==> src/rtl/div_sequencer.sv <==
// Iterative restoring divider with its sequencing FSM for the multi-cycle MDU path.
// Handles DIV/DIVU/REM/REMU including RISC-V divide-by-zero and signed-overflow results.
module div_sequencer #(
  parameter int XLEN  = 32,
  parameter int CNT_W = $clog2(XLEN + 1)
) (
  input  logic            i_clk,
  input  logic            i_rst_n,
  input  logic            i_flush,
  input  logic            i_start,
  input  logic [1:0]      i_op,
  input  logic [XLEN-1:0] i_src1,
  input  logic [XLEN-1:0] i_src2,
  input  logic            i_ack,
  output logic            o_ready,
  output logic            o_busy,
  output logic            o_valid,
  output logic [XLEN-1:0] o_dest
);

  typedef enum logic [2:0] {
    IDLE,
    PREP,
    ITER,
    FIXUP,
    DONE
  } state_e;

  localparam logic [XLEN-1:0] MIN_VAL = {1'b1, {(XLEN-1){1'b0}}};

  state_e          state_q;
  logic [1:0]      op_q;
  logic [XLEN-1:0] src1_q;
  logic [XLEN-1:0] src2_q;
  logic [XLEN-1:0] divisor_q;
  logic [XLEN-1:0] quo_q;
  logic [XLEN:0]   rem_q;
  logic [CNT_W-1:0] cnt_q;
  logic            qNeg_q;
  logic            rNeg_q;
  logic            valid_q;
  logic            busy_q;
  logic [XLEN-1:0] dest_q;

  logic            accept;
  logic            isSigned;
  logic            s1Neg;
  logic            s2Neg;
  logic [XLEN-1:0] mag1;
  logic [XLEN-1:0] mag2;
  logic            divByZero;
  logic            overflow;
  logic [XLEN:0]   remShift;
  logic [XLEN+1:0] trial;
  logic            trialOk;
  logic [XLEN:0]   remIter_d;
  logic [XLEN-1:0] quoIter_d;
  logic [XLEN-1:0] quoFix;
  logic [XLEN-1:0] remFix;

  assign o_ready = ((state_q == IDLE) || ((state_q == DONE) && i_ack)) && !i_flush && i_rst_n;
  assign accept  = i_start && o_ready;
  assign o_busy  = busy_q;
  assign o_valid = valid_q;
  assign o_dest  = dest_q;

  always_comb begin
    isSigned  = ~op_q[0];
    s1Neg     = isSigned & src1_q[XLEN-1];
    s2Neg     = isSigned & src2_q[XLEN-1];
    mag1      = s1Neg ? (~src1_q + 1'b1) : src1_q;
    mag2      = s2Neg ? (~src2_q + 1'b1) : src2_q;
    divByZero = (src2_q == '0);
    overflow  = isSigned && (src1_q == MIN_VAL) && (src2_q == '1);

    // The bit shifted out of rem_q acts as a borrow guard for the trial subtraction.
    remShift  = {rem_q[XLEN-1:0], quo_q[XLEN-1]};
    trial     = {1'b0, remShift} - {2'b00, divisor_q};
    trialOk   = rem_q[XLEN] | ~trial[XLEN+1];
    remIter_d = trialOk ? trial[XLEN:0] : remShift;
    quoIter_d = {quo_q[XLEN-2:0], trialOk};

    quoFix    = qNeg_q ? (~quo_q + 1'b1) : quo_q;
    remFix    = rNeg_q ? (~rem_q[XLEN-1:0] + 1'b1) : rem_q[XLEN-1:0];
  end

  always_ff @(posedge i_clk) begin
    if (!i_rst_n) begin
      state_q   <= IDLE;
      op_q      <= '0;
      src1_q    <= '0;
      src2_q    <= '0;
      divisor_q <= '0;
      quo_q     <= '0;
      rem_q     <= '0;
      cnt_q     <= '0;
      qNeg_q    <= 1'b0;
      rNeg_q    <= 1'b0;
      valid_q   <= 1'b0;
      busy_q    <= 1'b0;
      dest_q    <= '0;
    end else if (i_flush) begin
      state_q <= IDLE;
      valid_q <= 1'b0;
      busy_q  <= 1'b0;
    end else begin
      if (accept) begin
        op_q   <= i_op;
        src1_q <= i_src1;
        src2_q <= i_src2;
      end
      case (state_q)
        IDLE: begin
          if (accept) begin
            state_q <= PREP;
            busy_q  <= 1'b1;
          end
        end
        PREP: begin
          qNeg_q    <= s1Neg ^ s2Neg;
          rNeg_q    <= s1Neg;
          divisor_q <= mag2;
          if (divByZero) begin
            dest_q  <= op_q[1] ? src1_q : '1;
            state_q <= DONE;
            busy_q  <= 1'b0;
            valid_q <= 1'b1;
          end else if (overflow) begin
            dest_q  <= op_q[1] ? '0 : MIN_VAL;
            state_q <= DONE;
            busy_q  <= 1'b0;
            valid_q <= 1'b1;
          end else begin
            cnt_q   <= CNT_W'(XLEN);
            rem_q   <= '0;
            quo_q   <= mag1;
            state_q <= ITER;
          end
        end
        ITER: begin
          rem_q <= remIter_d;
          quo_q <= quoIter_d;
          cnt_q <= cnt_q - 1'b1;
          if (cnt_q == CNT_W'(1)) begin
            state_q <= FIXUP;
          end
        end
        FIXUP: begin
          dest_q  <= op_q[1] ? remFix : quoFix;
          state_q <= DONE;
          busy_q  <= 1'b0;
          valid_q <= 1'b1;
        end
        DONE: begin
          if (i_ack) begin
            valid_q <= 1'b0;
            if (accept) begin
              state_q <= PREP;
              busy_q  <= 1'b1;
            end else begin
              state_q <= IDLE;
            end
          end
        end
        default: begin
          state_q <= IDLE;
          busy_q  <= 1'b0;
          valid_q <= 1'b0;
        end
      endcase
    end
  end

endmodule
==> config.mk <==
export PLATFORM = sky130hd
export DESIGN_NAME = div_sequencer
export DESIGN_NICKNAME = d
export VERILOG_FILES = /design/src/rtl/div_sequencer.sv
export SDC_FILE = /design/constraint.sdc
export NUM_CORES = 1
export LEC_CHECK = 0
export CAP_MARGIN = 0
export CORE_ASPECT_RATIO = 2
export CORE_MARGIN = 2
export CORE_UTILIZATION = 42
export DETAILED_ROUTE_END_ITERATION = 10
export GPL_TIMING_DRIVEN = 0
export SLEW_MARGIN = 10
export SYNTH_ARGS = -nofsm -noshare
export SYNTH_HDL_FRONTEND = slang
export SYNTH_SLANG_ARGS = --single-unit
export TNS_END_PERCENT = 20
==> constraint.sdc <==
create_clock -name i_clk -period 6.45 [get_ports i_clk]
set_input_delay 0.9675 -clock i_clk [delete_from_list [all_inputs] [get_ports i_clk]]
set_output_delay 0.9675 -clock i_clk [all_outputs]
set_load 0.02 [all_outputs]
==> impl_metrics.json <==
{
  "grt_pass1_wl_um": 74300,
  "dr.pass1.iters": 5,
  "arrival_ps": 4480,
  "reg2regPathDepth": 11,
  "skew_ps": 13.3,
  "relSlewSlack_pct": 41.1,
  "track_usage_pct": 30.0,
  "clk_latency_ps": 540,
  "synth-seq-cells": 208,
  "synth_top_area_share_pct": 31.9,
  "die_area_sq_um": 32600,
  "netlist_top_cells_count": "325 x nand2_1, 208 x dfxtp_1, 97 x o21ai_0",
  "gp_congestion": 0.951,
  "hold_violations": 0,
  "vias": 12800,
  "outcome": "finished clean",
  "clock-sinks": 208,
  "postCtsHoldBufs": 0,
  "numCtsBuffers": 22,
  "syn_nets": 1774,
  "fmax_mhz": 248,
  "overflow": 0,
  "ir_drop_mv": 0.173,
  "setup_viol": 0,
  "die_h_um": 253,
  "hold_depth": 2,
  "finalCriticalPeriod_ps": 4030,
  "rsz0062_at_grt": "no",
  "fin_setup_tns_ps": 0,
  "synthArstFlopShare_pct": 0,
  "num_rows": 91,
  "yosysUniqueCellTypes": 70,
  "io_pins": 106,
  "start_util_pct": 42.4,
  "worst_pin_slew_ps": 875,
  "post-cts-setup-buffers": 0,
  "wl_um": 48500,
  "fin_nets": 1902,
  "drv_cap": 0,
  "crit_path_end_kind": "flip-flop",
  "clkTransAtPathRegs_ps": 70,
  "grt_pass1_vias": 13100,
  "fin_crit_sh_pct": 62.5,
  "synth-main-ff-cell": "dfxtp_1",
  "cts_resized": 0,
  "synth_area_leaders": "dfxtp_1 32%, nand2_1 9.4%, xnor2_1 5.3%",
  "critPathRequiredTime_ps": 6900,
  "hold_class": "flip-flop to flip-flop",
  "hpwl_um": 39000,
  "worstSetupPathType": "flip-flop to flip-flop",
  "vias_per_cell": 5.86,
  "finalPower_uw": 3390,
  "netlist_area_sq_um": 13000,
  "cts_buffer_depth": 3,
  "grt_max_degree": 15,
  "cts-root-buf": "clkbuf_16",
  "power_density_nw_per_um2": 221,
  "detail-route-antenna-nets": 0,
  "cts_tree": "done",
  "synth-edff-count": 0,
  "synth.most_common_cell": "nand2_1",
  "layout-drive-gt1-share_pct": 3.76,
  "p_leak_uw": 0.00584,
  "htreeDepth": 1,
  "startpoint_type": "flip-flop",
  "fillCellCount": 3047,
  "die_w_um": 129,
  "drv_slew": 0,
  "core_area_sq_um": 30700,
  "antenna_found_initial": 1,
  "synth-seq-area-share_pct": 31.9,
  "place.port_buffers": 104,
  "synth_top_area_cell": "dfxtp_1",
  "wl_per_cell_um": 22.3,
  "synthCells": 1663,
  "yosys_warnings": 0,
  "path_max_fanout": 10,
  "area_delta_synth_final_pct": 17.6,
  "postSynthAreaPerCell_sq_um": 7.85,
  "drt_iter0_markers": 705,
  "drc": 0
}
==> cell type report <==
class | count | area (sq um) | share of cell area (%)
buffer | 104 | 419 | 2.73
timing repair buffer | 104 | 1040 | 6.79
tap | 372 | 465 | 3.03
clock inverter | 10 | 129 | 0.840
inverter | 58 | 218 | 1.42
clock buffer | 30 | 642 | 4.19
multi-input combinational | 1293 | 8260 | 53.8
sequential | 208 | 4160 | 27.2
antenna | 1 | 2.50 | 0.0163
==> layout by cell type (no fill, tap or decap), types with 13 or more instances in the layout <==
cell               n
a21boi_0          84
a21oi_1           54
a221oi_1          28
and2_1            13
clkbuf_1          94
clkbuf_16         23
clkdlybuf4s50_1  104
dfxtp_1          208
ha_1              39
inv_1             58
mux2i_1           29
nand2_1          325
nand3_1           23
nor2_1            91
nor2b_1           34
nor3_1            21
nor4_1            13
o211a_1           28
o211ai_1          25
o21ai_0           97
o31ai_1           34
o41ai_1           17
or3_1             17
xnor2_1           79
xor2_1            70
==> sequential cells by signal (all words and copies together) (netlist names) <==
signal,count
o_valid,1
cnt_q,6
op_q,2
o_busy,1
state_q,3
quo_q,32
divisor_q,32
src2_q,32
src1_q,32
o_dest,32
rem_q,33
qNeg_q,1
rNeg_q,1
==> where the power goes <==
group / internal, uW / switching, uW / total, uW / leakage (uW)
sequential: 1310 / 39.6 / 1350 / 0.00168
clock: 819 / 572 / 1390 / 0.000386
combinational: 258 / 385 / 644 / 0.00377
==> per-layer routing <==
| layer | vias to the layer above | share of wire, % | GRT usage (%) |
|---|---|---|---|
| met5 | - | 0 | 0 |
| met2 | 405 | 55 | 59.6 |
| met1 | 6019 | 32 | 26.3 |
| met3 | 192 | 3.7 | 3.61 |
| li1 | 6161 | - | - |
| met4 | 0 | 8.6 | 22.8 |
==> cell families (layout without fill, tap and decap cells) <==
group	Yosys count	count (layout)	synth area share [%]
simple gates	611	611	21.9
compound gates	462	462	25.0
flops	208	208	31.9
buf+inv	162	306	4.88
xor+xnor	149	149	10.0
fa+ha+maj	40	40	3.89
mux	31	31	2.40
other cells	0	1	0
==> through the flow <==
stage / hold WS (ps) / instances / worst slack [ps] / instance area (sq um) / utilization [%]
after CTS: 468 / 2179 / 2310 / 15300 / 49.8
final: 460 / 2180 / 2420 / 15300 / 49.9
after global placement: 449 / 2139 / 2110 / 14600 / 47.3
after floorplan: 441 / 1663 / 3460 / 13000 / -
after global routing: 495 / 2180 / 2300 / 15300 / 49.9
after detailed placement: 453 / 2139 / 2090 / 14600 / 47.3
==> final timing paths <==
path / start / endpoint / slack (ps)
worst max-delay path: rem_q[5]$_SDFFE_PN0P_ / rem_q[30]$_SDFFE_PN0P_ / 2420
worst max register to register: rem_q[5]$_SDFFE_PN0P_ / rem_q[30]$_SDFFE_PN0P_ / 2420
worst min-delay path: o_dest[27]$_SDFFE_PN0P_ / o_dest[27]$_SDFFE_PN0P_ / 460
worst min register to register: o_dest[27]$_SDFFE_PN0P_ / o_dest[27]$_SDFFE_PN0P_ / 460
==> critical path: stages (launching register included) <==
cell and delay [ps]:
dfxtp_1 380, ha_1 430, o21ai_0 180, a211o_1 320, a31oi_1 320, o21ai_0 370
a21oi_1 310, nor3_1 90, o21ai_1 350, clkbuf_1 710, mux2_2 420, o211ai_1 70
Note: power is estimated with default switching activity, not from simulation.
